===== src/rtl/vid_scanout_pkg.sv =====
// vid_scanout_pkg: shared definitions for the video scan-out path.
//   - pixel, word and framebuffer address widths
//   - default frame size in words (320x200 bytes / 4)
//   - scan-out FSM state encodings
//   - word_byte(): selects one palette index out of a framebuffer word
package vid_scanout_pkg;

  localparam int PIX_W           = 8;
  localparam int WORD_W          = 32;
  localparam int ADDR_W          = 14;
  localparam int DEFAULT_N_WORDS = 16000;

  localparam logic [1:0] ST_IDLE  = 2'd0;
  localparam logic [1:0] ST_FETCH = 2'd1;
  localparam logic [1:0] ST_DRAIN = 2'd2;

  // Byte 0 is bits [7:0]; pixels leave a word LSB byte first.
  function automatic logic [PIX_W-1:0] word_byte(input logic [WORD_W-1:0] w,
                                                 input logic [1:0]        idx);
    return w[{idx, 3'b000} +: PIX_W];
  endfunction

endpackage


===== src/rtl/vid_word_fifo.sv =====
// vid_word_fifo: synchronous show-ahead FIFO for framebuffer words.
//   clk, rst      : clock, asynchronous active-high reset (FIFO empties)
//   push, wr_data : write a word (ignored when full)
//   pop           : discard the head word (ignored when empty)
//   rd_data       : head word, read straight from the storage flops
//   empty, level  : occupancy, used by the reader for credit accounting
// A push into an empty FIFO is visible on rd_data the following cycle; a pop
// in that same cycle is ignored, so there is no flow-through path.
module vid_word_fifo
  import vid_scanout_pkg::*;
#(
  parameter int WIDTH = WORD_W,
  parameter int DEPTH = 4
) (
  input  logic                     clk,
  input  logic                     rst,
  input  logic                     push,
  input  logic [WIDTH-1:0]         wr_data,
  input  logic                     pop,
  output logic [WIDTH-1:0]         rd_data,
  output logic                     empty,
  output logic [$clog2(DEPTH):0]   level
);

  localparam int PTR_W = $clog2(DEPTH);
  localparam int LVL_W = PTR_W + 1;

  logic [WIDTH-1:0] mem [DEPTH];
  logic [PTR_W-1:0] wr_ptr;
  logic [PTR_W-1:0] rd_ptr;
  logic             push_ok;
  logic             pop_ok;

  assign empty   = (level == '0);
  assign push_ok = push & (level != LVL_W'(DEPTH));
  assign pop_ok  = pop & ~empty;
  assign rd_data = mem[rd_ptr];

  // NOTE: storage is deliberately not reset; the pointers and level define
  // which entries are meaningful, and leaving the array out of reset keeps it
  // a plain register file / RAM.
  always_ff @(posedge clk) begin
    if (push_ok) mem[wr_ptr] <= wr_data;
  end

  // NOTE: state is updated with non-blocking assignments so every flop in the
  // design samples pre-edge values, independent of block evaluation order.
  always_ff @(posedge clk or posedge rst) begin
    if (rst) begin
      wr_ptr <= '0;
      rd_ptr <= '0;
      level  <= '0;
    end else begin
      if (push_ok) wr_ptr <= wr_ptr + PTR_W'(1);
      if (pop_ok)  rd_ptr <= rd_ptr + PTR_W'(1);
      if (push_ok && !pop_ok)      level <= level + LVL_W'(1);
      else if (pop_ok && !push_ok) level <= level - LVL_W'(1);
    end
  end

endmodule


===== src/rtl/vid_scanout.sv =====
// vid_scanout: frame scan-out engine on the framebuffer video read port.
//   clk, rst        : clock, asynchronous active-high reset
//   frame_start     : one-cycle pulse, starts a frame scan when idle
//   busy            : scan in progress
//   v_addr_0, v_re_0: framebuffer word address / read strobe (registered)
//   v_data_1        : read data, valid the cycle after v_re_0
//   pix_data/valid/ready/first/last : palette index stream, LSB byte first
// Build option: VID_SCANOUT_THROTTLE_EN leaves at least one idle cycle after
// every read so the CPU port always gets a slot; pixel output is unchanged.
module vid_scanout
  import vid_scanout_pkg::*;
#(
  parameter int                N_WORDS    = DEFAULT_N_WORDS,
  parameter logic [ADDR_W-1:0] BASE_ADDR  = '0,
  parameter int                FIFO_DEPTH = 4
) (
  input  logic              clk,
  input  logic              rst,
  input  logic              frame_start,
  output logic              busy,
  output logic [ADDR_W-1:0] v_addr_0,
  output logic              v_re_0,
  input  logic [WORD_W-1:0] v_data_1,
  output logic [PIX_W-1:0]  pix_data,
  output logic              pix_valid,
  input  logic              pix_ready,
  output logic              pix_first,
  output logic              pix_last
);

  localparam int                CNT_W     = $clog2(N_WORDS + 1);
  localparam int                LVL_W     = $clog2(FIFO_DEPTH) + 1;
  localparam logic [CNT_W-1:0]  LAST_WORD = CNT_W'(N_WORDS - 1);

  logic [1:0]        state;
  logic [ADDR_W-1:0] addr;       // next address to issue
  logic [CNT_W-1:0]  cnt;        // index of the next word to issue
  logic              re_d;       // read data on v_data_1 this cycle
  logic [1:0]        idx;        // byte of the head word being presented
  logic [CNT_W-1:0]  out_cnt;    // index of the head word within the frame

  logic              throttle_ok;
  logic              credit_ok;
  logic              start;
  logic              fetch_issue;
  logic              hs;
  logic              pop;
  logic [LVL_W:0]    outstanding;
  logic [WORD_W-1:0] head;
  logic              fifo_empty;
  logic [LVL_W-1:0]  level;

`ifdef VID_SCANOUT_THROTTLE_EN
  assign throttle_ok = ~v_re_0;
`else
  assign throttle_ok = 1'b1;
`endif

  // Credits cover every word that will land in the FIFO: those stored, the
  // one on v_data_1 now, and the one requested by v_re_0. The capture path
  // has no back-pressure, so this is what keeps the FIFO from overflowing.
  // NOTE: every combinational output gets a default first so no path through
  // the block can hold a value and infer a latch.
  always_comb begin
    outstanding = '0;
    credit_ok   = 1'b0;
    outstanding = {1'b0, level} + {{LVL_W{1'b0}}, v_re_0} + {{LVL_W{1'b0}}, re_d};
    credit_ok   = outstanding < (LVL_W + 1)'(FIFO_DEPTH);
  end

  assign start       = (state == ST_IDLE) & frame_start;
  assign fetch_issue = (state == ST_FETCH) & credit_ok & throttle_ok;
  assign busy        = (state != ST_IDLE);

  // Read side: FSM, address generation and the registered RAM strobe.
  // The first read goes out together with the IDLE->FETCH transition so that
  // v_re_0 rises in the same cycle as busy.
  always_ff @(posedge clk or posedge rst) begin
    if (rst) begin
      state    <= ST_IDLE;
      addr     <= '0;
      cnt      <= '0;
      v_addr_0 <= '0;
      v_re_0   <= 1'b0;
      re_d     <= 1'b0;
    end else begin
      re_d   <= v_re_0;
      v_re_0 <= start | fetch_issue;
      case (state)
        ST_IDLE: begin
          if (frame_start) begin
            v_addr_0 <= BASE_ADDR;
            addr     <= BASE_ADDR + ADDR_W'(1);
            cnt      <= CNT_W'(1);
            state    <= (N_WORDS == 1) ? ST_DRAIN : ST_FETCH;
          end
        end
        ST_FETCH: begin
          if (fetch_issue) begin
            v_addr_0 <= addr;
            addr     <= addr + ADDR_W'(1);
            cnt      <= cnt + CNT_W'(1);
            if (cnt == LAST_WORD) state <= ST_DRAIN;
          end
        end
        ST_DRAIN: begin
          if (hs && pix_last) state <= ST_IDLE;
        end
        default: state <= ST_IDLE;
      endcase
    end
  end

  vid_word_fifo #(
    .WIDTH (WORD_W),
    .DEPTH (FIFO_DEPTH)
  ) u_fifo (
    .clk     (clk),
    .rst     (rst),
    .push    (re_d),
    .wr_data (v_data_1),
    .pop     (pop),
    .rd_data (head),
    .empty   (fifo_empty),
    .level   (level)
  );

  // Unpacker: the word being unpacked is the FIFO head, so a new word is
  // picked up as soon as one is stored and the pop on the byte-3 handshake
  // exposes the next word without a bubble.
  assign hs        = pix_valid & pix_ready;
  assign pop       = hs & (idx == 2'd3);
  assign pix_valid = ~fifo_empty;
  assign pix_data  = pix_valid ? word_byte(head, idx) : '0;
  assign pix_first = pix_valid & (idx == 2'd0) & (out_cnt == '0);
  assign pix_last  = pix_valid & (idx == 2'd3) & (out_cnt == LAST_WORD);

  always_ff @(posedge clk or posedge rst) begin
    if (rst) begin
      idx     <= '0;
      out_cnt <= '0;
    end else if (hs) begin
      idx <= idx + 2'd1;
      if (idx == 2'd3) out_cnt <= pix_last ? '0 : out_cnt + CNT_W'(1);
    end
  end

endmodule


===== config.mk =====
export PLATFORM = sky130hd
export DESIGN_NAME = vid_scanout
export DESIGN_NICKNAME = d
export VERILOG_FILES = /design/src/rtl/vid_scanout_pkg.sv /design/src/rtl/vid_word_fifo.sv /design/src/rtl/vid_scanout.sv
export SDC_FILE = /design/constraint.sdc
export NUM_CORES = 1
export LEC_CHECK = 0
export BUFFER_PORTS_ARGS = -buffer_cell sky130_fd_sc_hd__buf_2
export CELL_PAD_IN_SITES_DETAIL_PLACEMENT = 1
export CELL_PAD_IN_SITES_GLOBAL_PLACEMENT = 1
export CORE_ASPECT_RATIO = 1.4
export CORE_MARGIN = 2
export CORE_UTILIZATION = 51
export DETAILED_ROUTE_END_ITERATION = 6
export GPL_ROUTABILITY_DRIVEN = 0
export PLACE_DENSITY = 0.85
export RECOVER_POWER = 25
export SYNTH_ARGS = -nofsm -noshare
export SYNTH_HDL_FRONTEND = slang
export SYNTH_HIERARCHICAL = 1
export SYNTH_SLANG_ARGS = --single-unit
export TNS_END_PERCENT = 100

===== constraint.sdc =====
create_clock -name clk -period 3.3 [get_ports clk]
set_clock_uncertainty 0.2 [all_clocks]
set_input_delay 0.66 -clock clk [delete_from_list [all_inputs] [get_ports clk]]
set_output_delay 0.66 -clock clk [all_outputs]
set_load 0.02 [all_outputs]

=== Word level (Yosys, flattened, before mapping) ===
Memory sizes are Yosys's and may differ from the RTL's.
Index checks and enable logic that the tools add are counted.

* Memories kept: 1
* Output and inout bits: 27
* Bits in registers: 69
* Bits in writable memories: 128
* Word-level logic and storage cells: 80
* Bits of input ports: 36

{| class="wikitable"
|+ Memory list
! memory !! words !! width !! read ports !! clocked after memory_dff !! wr ports !! RTL line !! source
|-
| u_fifo.mem || 4 || 32 || 1 || 0 || 1 || vid_word_fifo.sv:28 || <nowiki>logic [WIDTH-1:0] mem [DEPTH];</nowiki>
|}

* $add $sub $neg: 10
* Shifts and indexed selects: 1
* Reductions and logical operators: 15
* Muxes and demuxes: 19
* Equality and inequality tests: 10
* Bitwise operators: 12
* Magnitude comparators: 1

{| class="wikitable"
|+ Operators with widths
! operator !! number
|-
| $mux 14 || 6
|-
| $pmux 14 s2 || 3
|-
| $add 14x1->14 const B || 3
|-
| $shiftx 32x6->8 || 1
|-
| $eq 14x14->1 const B || 2
|-
| $logic_not 14->1 || 1
|-
| $and 1x1->1 || 10
|-
| $mux 2 || 4
|-
| $mux 8 || 1
|-
| $add 2x1->2 const B || 3
|-
| $mux 3 || 2
|-
| $ne 2x2->1 const B || 3
|-
| $pmux 2 s3 || 1
|-
| $reduce_bool 2->1 || 3
|-
| $add 3x1->4 || 1
|-
| $add 4x1->4 || 1
|-
| $eq 2x2->1 const B || 2
|-
| $logic_not 2->1 || 2
|-
| $lt 4x3->1 const B || 1
|-
| $reduce_and 4->1 || 1
|-
| $add 3x1->3 const B || 1
|-
| $logic_and 1x1->1 || 3
|-
| $logic_not 3->1 || 1
|-
| $ne 3x3->1 const B || 1
|-
| 9 further kinds || 11
|}

=== Depth between registers and ports, before layout ===
* Word-level depth: 8
* Mapped depth: 12
* Gate-level depth less buffers: 11

=== Hierarchy ===
The synthesis kept the hierarchy.

{| class="wikitable"
|+ Modules (own cells, without submodules)
! module !! sequential area each (µm²) !! cells each !! area an instance (µm²) !! times used
|-
| vid_word_fifo || 4018.9 || 203 || 5079.9 || 1
|-
| vid_scanout || 1551.5 || 343 || 3410.8 || 1
|}

=== Worst setup path after synthesis ===
OpenSTA, ideal clock, no wires.

* Path type: reg-to-reg
* Start: register u_fifo.level[1]
* End: register u_fifo.level[2]
* Slack: 634 ps
* Data arrival time: 2387 ps
* Library setup time: 79 ps
* Path buffers: 1
* Clock period less this slack: 2666 ps
* Data required time: 3021 ps
* Cell stages (with the launch flop): 13
* Path through: dfrtp_1 nor3_1 nor2b_1 clkbuf_1 nand2_1 inv_1 nand2b_1 ha_1 inv_1 fa_1 xor2_1 nor2_1 xor2_1

* Longest elaborated chain between the ends: 8
* Elaborated cells on any way between the ends: 16
* Classes of those cells: add/sub (2); eq/ne (1); mux (2); bitwise (5); reduce/logical (6)

{| class="wikitable"
|+ RTL lines
! item !! RTL line !! source
|-
| start, declared || vid_word_fifo.sv:22 || <nowiki>output logic [$clog2(DEPTH):0] level</nowiki>
|-
| start signal, assigned || vid_word_fifo.sv:56 || <nowiki>if (push_ok && !pop_ok) level <= level + LVL_W'(1);</nowiki>
|-
| start signal, assigned || vid_word_fifo.sv:57 || <nowiki>else if (pop_ok && !push_ok) level <= level - LVL_W'(1);</nowiki>
|-
| $logic_not 3->1 (*) || vid_word_fifo.sv:34 || <nowiki>assign empty = (level == '0);</nowiki>
|-
| named net fifo_empty || vid_scanout.sv:50 || <nowiki>logic fifo_empty;</nowiki>
|-
| $not 1->1 (*) || vid_scanout.sv:133 || <nowiki>assign pix_valid = ~fifo_empty;</nowiki>
|-
| $and 1x1->1 (*) || vid_scanout.sv:131 || <nowiki>assign hs = pix_valid & pix_ready;</nowiki>
|-
| $and 1x1->1 (*) || vid_scanout.sv:132 || <nowiki>assign pop = hs & (idx == 2'd3);</nowiki>
|-
| named net pop || vid_scanout.sv:47 || <nowiki>logic pop;</nowiki>
|-
| $and 1x1->1 (*) || vid_word_fifo.sv:36 || <nowiki>assign pop_ok = pop & ~empty;</nowiki>
|-
| $logic_not 1->1 || vid_word_fifo.sv:56 ||
|-
| $logic_and 1x1->1 || vid_word_fifo.sv:56 ||
|-
| $mux 3 or $reduce_bool 2->1 (tied branches) || - ||
|}

The timed path passes the listed nets; every way through them passes the cells marked *. The select of a mux whose other input is x is not followed.
A chain may end at the register's enable or synchronous reset.

=== Worst setup path in the final report ===
* Start: register u_fifo.rd_ptr[0]
* End: output port pix_data[4]

* Longest elaborated chain between the ends: 3

{| class="wikitable"
|+ RTL lines
! item !! RTL line !! source
|-
| start, declared || vid_word_fifo.sv:30 || <nowiki>logic [PTR_W-1:0] rd_ptr;</nowiki>
|-
| start signal, assigned || vid_word_fifo.sv:55 || <nowiki>if (pop_ok) rd_ptr <= rd_ptr + PTR_W'(1);</nowiki>
|-
| $mem_v2 4x32 || - ||
|-
| named net head[28] || vid_scanout.sv:49 || <nowiki>logic [WORD_W-1:0] head;</nowiki>
|-
| $shiftx 32x6->8 || vid_scanout_pkg.sv:20 || <nowiki>return w[{idx, 3'b000} +: PIX_W];</nowiki>
|-
| $mux 8 || vid_scanout.sv:134 || <nowiki>assign pix_data = pix_valid ? word_byte(head, idx) : '0;</nowiki>
|-
| end, declared || vid_scanout.sv:24 || <nowiki>output logic [PIX_W-1:0] pix_data,</nowiki>
|}

The timed path passes the listed nets, and every way through them passes these cells.

==> results_dict.tcl <==
set metrics [dict create \
    fp.dieW_um 113 \
    slowest_stage "mux4_2" \
    dr.pass1.iters 6 \
    wl_per_cell_um 24.3 \
    cp.arrival_ns 2.47 \
    worst_ir_drop_vdd_v 0.000439 \
    core.rowCount 55 \
    drive_above_1_share_pct 24.2 \
    grt_pass1_wl_um 31900 \
    yosysWarningCount 6 \
    clock_path_buffers 2 \
    dp_hpwl_um 12700 \
    drt_iter0_markers 300 \
    reg2reg_slack_ns 0.65 \
    synthTopCellsByCount "edfxtp_1, dfrtp_1, nand2_1" \
    crit_top_cell "mux4_2" \
    synth_edf_count 128 \
    critPathTopFamily "multiplexers" \
    cts_tree "yes" \
    worstPathCellList "buf_4 > buf_12 > mux4_2 > mux4_2 > and2_4 > buf_6" \
    yosysMostFrequentCell "edfxtp_1" \
    start_util_pct 52.3 \
    r2r-start "u_fifo/level[1]" \
    ys_seq_area_share_pct 65.6 \
    violations "design-rule violations, negative setup slack" \
    max_cap_violations 0 \
    min_to "re_d" \
    criticalPathCategory "register to output pin" \
    fin_ws_ns -0.0280 \
    slew_viol_final 0 \
    die-area_um2 17700 \
    netlist_area_um2 8490 \
    wl_um 20500 \
    drc_errors 4 \
    worst_r2r_path_depth 11 \
    critPathMaxFanout 5 \
    overflow 0 \
    post-route-util_pct 60.2 \
    crit_required_ns 2.44 \
    cellLeakagePower_nw 3.70 \
    whs_ns 0.261 \
    layout_min_cycle_time_ns 3.33 \
    slew_headroom_pct 56.3 \
    async_flop_share_pct 35.0 \
    hold_viol_final 0 \
    netlist_instances 546 \
    fillers 1535 \
    cts_buffers 17 \
    clock_latency_ns 0.44 \
    slowest_delay_ns 0.53 \
    antenna_found_initial 0 \
    yosys.area.top_type_share_pct 45.3 \
    min_from "v_re_0" \
    grt_pass1_vias 5665 \
    end_kind "output pin" \
    holdPathStages 0 \
    synth.ff_latch_count 197 \
    total_power_mw 9.28 \
    diodes 0 \
    synth_cell_type_count 59 \
    portBuffers 62 \
    post_drt_via_cell_ratio 6.13 \
    tns_ns -0.0463 \
    grt_usage_pct 24.1 \
    clock_sinks 197 \
    path_buf_inv 3 \
    io_pins 63 \
    grt_max_degree 40 \
    status "complete, but fails checks" \
    syn2layout_area_growth_pct 15.1 \
    avgSynthCellArea_um2 15.6 \
    setup_viol 3 \
    nets 680 \
    synthTopCellsByArea "edfxtp_1, dfrtp_1, mux4_2" \
    startpoint_type "register" \
    power.density_nw_per_um2 949 \
    cts_root_buf "clkbuf_16" \
    cts.clk_slew.worst_paths_ns 0.08 \
    fin_crit_sh_pct 101 \
    ys.flop_type "edfxtp_1" \
    reg2reg_to "u_fifo/level[2]" \
    die_y_um 157 \
    htreeDepth 4 \
    yosysTopAreaCell "edfxtp_1" \
    core-area_um2 16200 \
    synth_fp_nets 595 \
    vias 5166 \
    postRouteAntennaNets 0 \
    worst_slew_pin_slew_ns 0.654 \
    hp-class "register to register" \
    fmax_mhz 300 \
    rsz0062_at_grt "true" \
]
power by group:
group          switching, mW  internal (mW)  total, mW
sequential             0.359           3.29       3.65
clock                   1.02           1.08       2.10
combinational           1.89           1.63       3.53
total                   3.27           6.00       9.28
logic make-up after synthesis:
family | count (synthesis) | share of synthesized area, %
buffers and inverters | 39 | 2.89
muxes | 46 | 11.5
and+or+nand+nor | 170 | 11.1
adders and majority gates | 13 | 2.00
AOI/OAI and AO/OA | 63 | 5.05
xor gates and xnor gates | 18 | 1.86
DFF | 197 | 65.6
metal layers:
layer / vias to the layer above / global-route usage [%] / part of all wire, %
li1: 2279 / - / -
met3: 35 / 4.84 / 4.1
met2: 150 / 44.3 / 56
met4: 0 / 8.42 / 2.2
met1: 2702 / 28.0 / 38
met5: - / 0 / 0
cell usage in the layout (no fill, tap or decap), drive strengths merged, types with 2 or more instances in the layout:
cell type | Yosys | layout
nand3 | 25 | 25
and3 | 8 | 8
ha | 12 | 12
edfxtp | 128 | 128
nor2b | 2 | 2
dfrtp | 69 | 69
o21ai | 10 | 10
nand3b | 2 | 2
nor3b | 2 | 2
mux2 | 2 | 2
a21oi | 23 | 23
or2 | 2 | 2
nor2 | 20 | 20
inv | 16 | 22
xor2 | 4 | 4
mux2i | 4 | 4
and4 | 3 | 3
nand2b | 3 | 3
xnor2 | 14 | 14
nand4 | 12 | 12
nand2 | 41 | 41
nor3 | 3 | 3
nor4 | 7 | 7
a21o | 2 | 2
or4 | 8 | 8
a31o | 2 | 2
buf | 15 | 54
o31ai | 11 | 11
and2 | 18 | 18
a22o | 6 | 6
nand4b | 4 | 4
clkbuf | 8 | 51
clkinv | 0 | 7
or3 | 7 | 7
mux4 | 40 | 40
timing repair:
action	CTS	global route
buffers inserted	2	2
setup endpoints to repair	6	8
hold buffers	1	0
resized for setup	5	22
endpoints found under the hold margin	7	0
gates cloned	1	3
pin swaps	0	0
how the worst max path moves through the flow:
stage                          start               to  cells past startpoint
global placement    u_fifo/rd_ptr[0]      pix_data[6]                      5
finish              u_fifo/rd_ptr[0]      pix_data[4]                      6
floorplan            u_fifo/level[1]  u_fifo/level[2]                     12
global route        u_fifo/rd_ptr[0]      pix_data[6]                      6
CTS                 u_fifo/rd_ptr[0]      pix_data[5]                      6
detailed placement  u_fifo/rd_ptr[0]      pix_data[6]                      5
registers in the layout, indices dropped and copies added (netlist names):
signal / count
idx: 2
v_addr_0: 14
cnt: 14
v_re_0: 1
u_fifo/mem: 128
re_d: 1
state: 2
addr: 14
u_fifo/wr_ptr: 2
out_cnt: 14
u_fifo/rd_ptr: 2
u_fifo/level: 3
per-stage QoR:
| stage | instance area (µm²) | instances | worst slack [ns] |
|---|---|---|---|
| finish | 9770 | 843 | -0.0280 |
| global route | 9770 | 843 | -0.0813 |
| CTS | 9700 | 839 | -0.0498 |
| detailed placement | 9030 | 803 | 0.375 |
| global placement | 9030 | 803 | 0.426 |
| floorplan | 8490 | 546 | 0.634 |
area by class of cell:
class / instances / area (µm²) / share of cell area (%)
multi-input combinational: 310 / 2680 / 27.4
timing repair buffer: 89 / 621 / 6.35
inverter: 16 / 60.1 / 0.615
clock inverter: 15 / 170 / 1.74
tap: 199 / 249 / 2.55
sequential: 197 / 5570 / 57.0
clock buffer: 17 / 425 / 4.35
No activity file was read; power rests on OpenSTA's default activity.
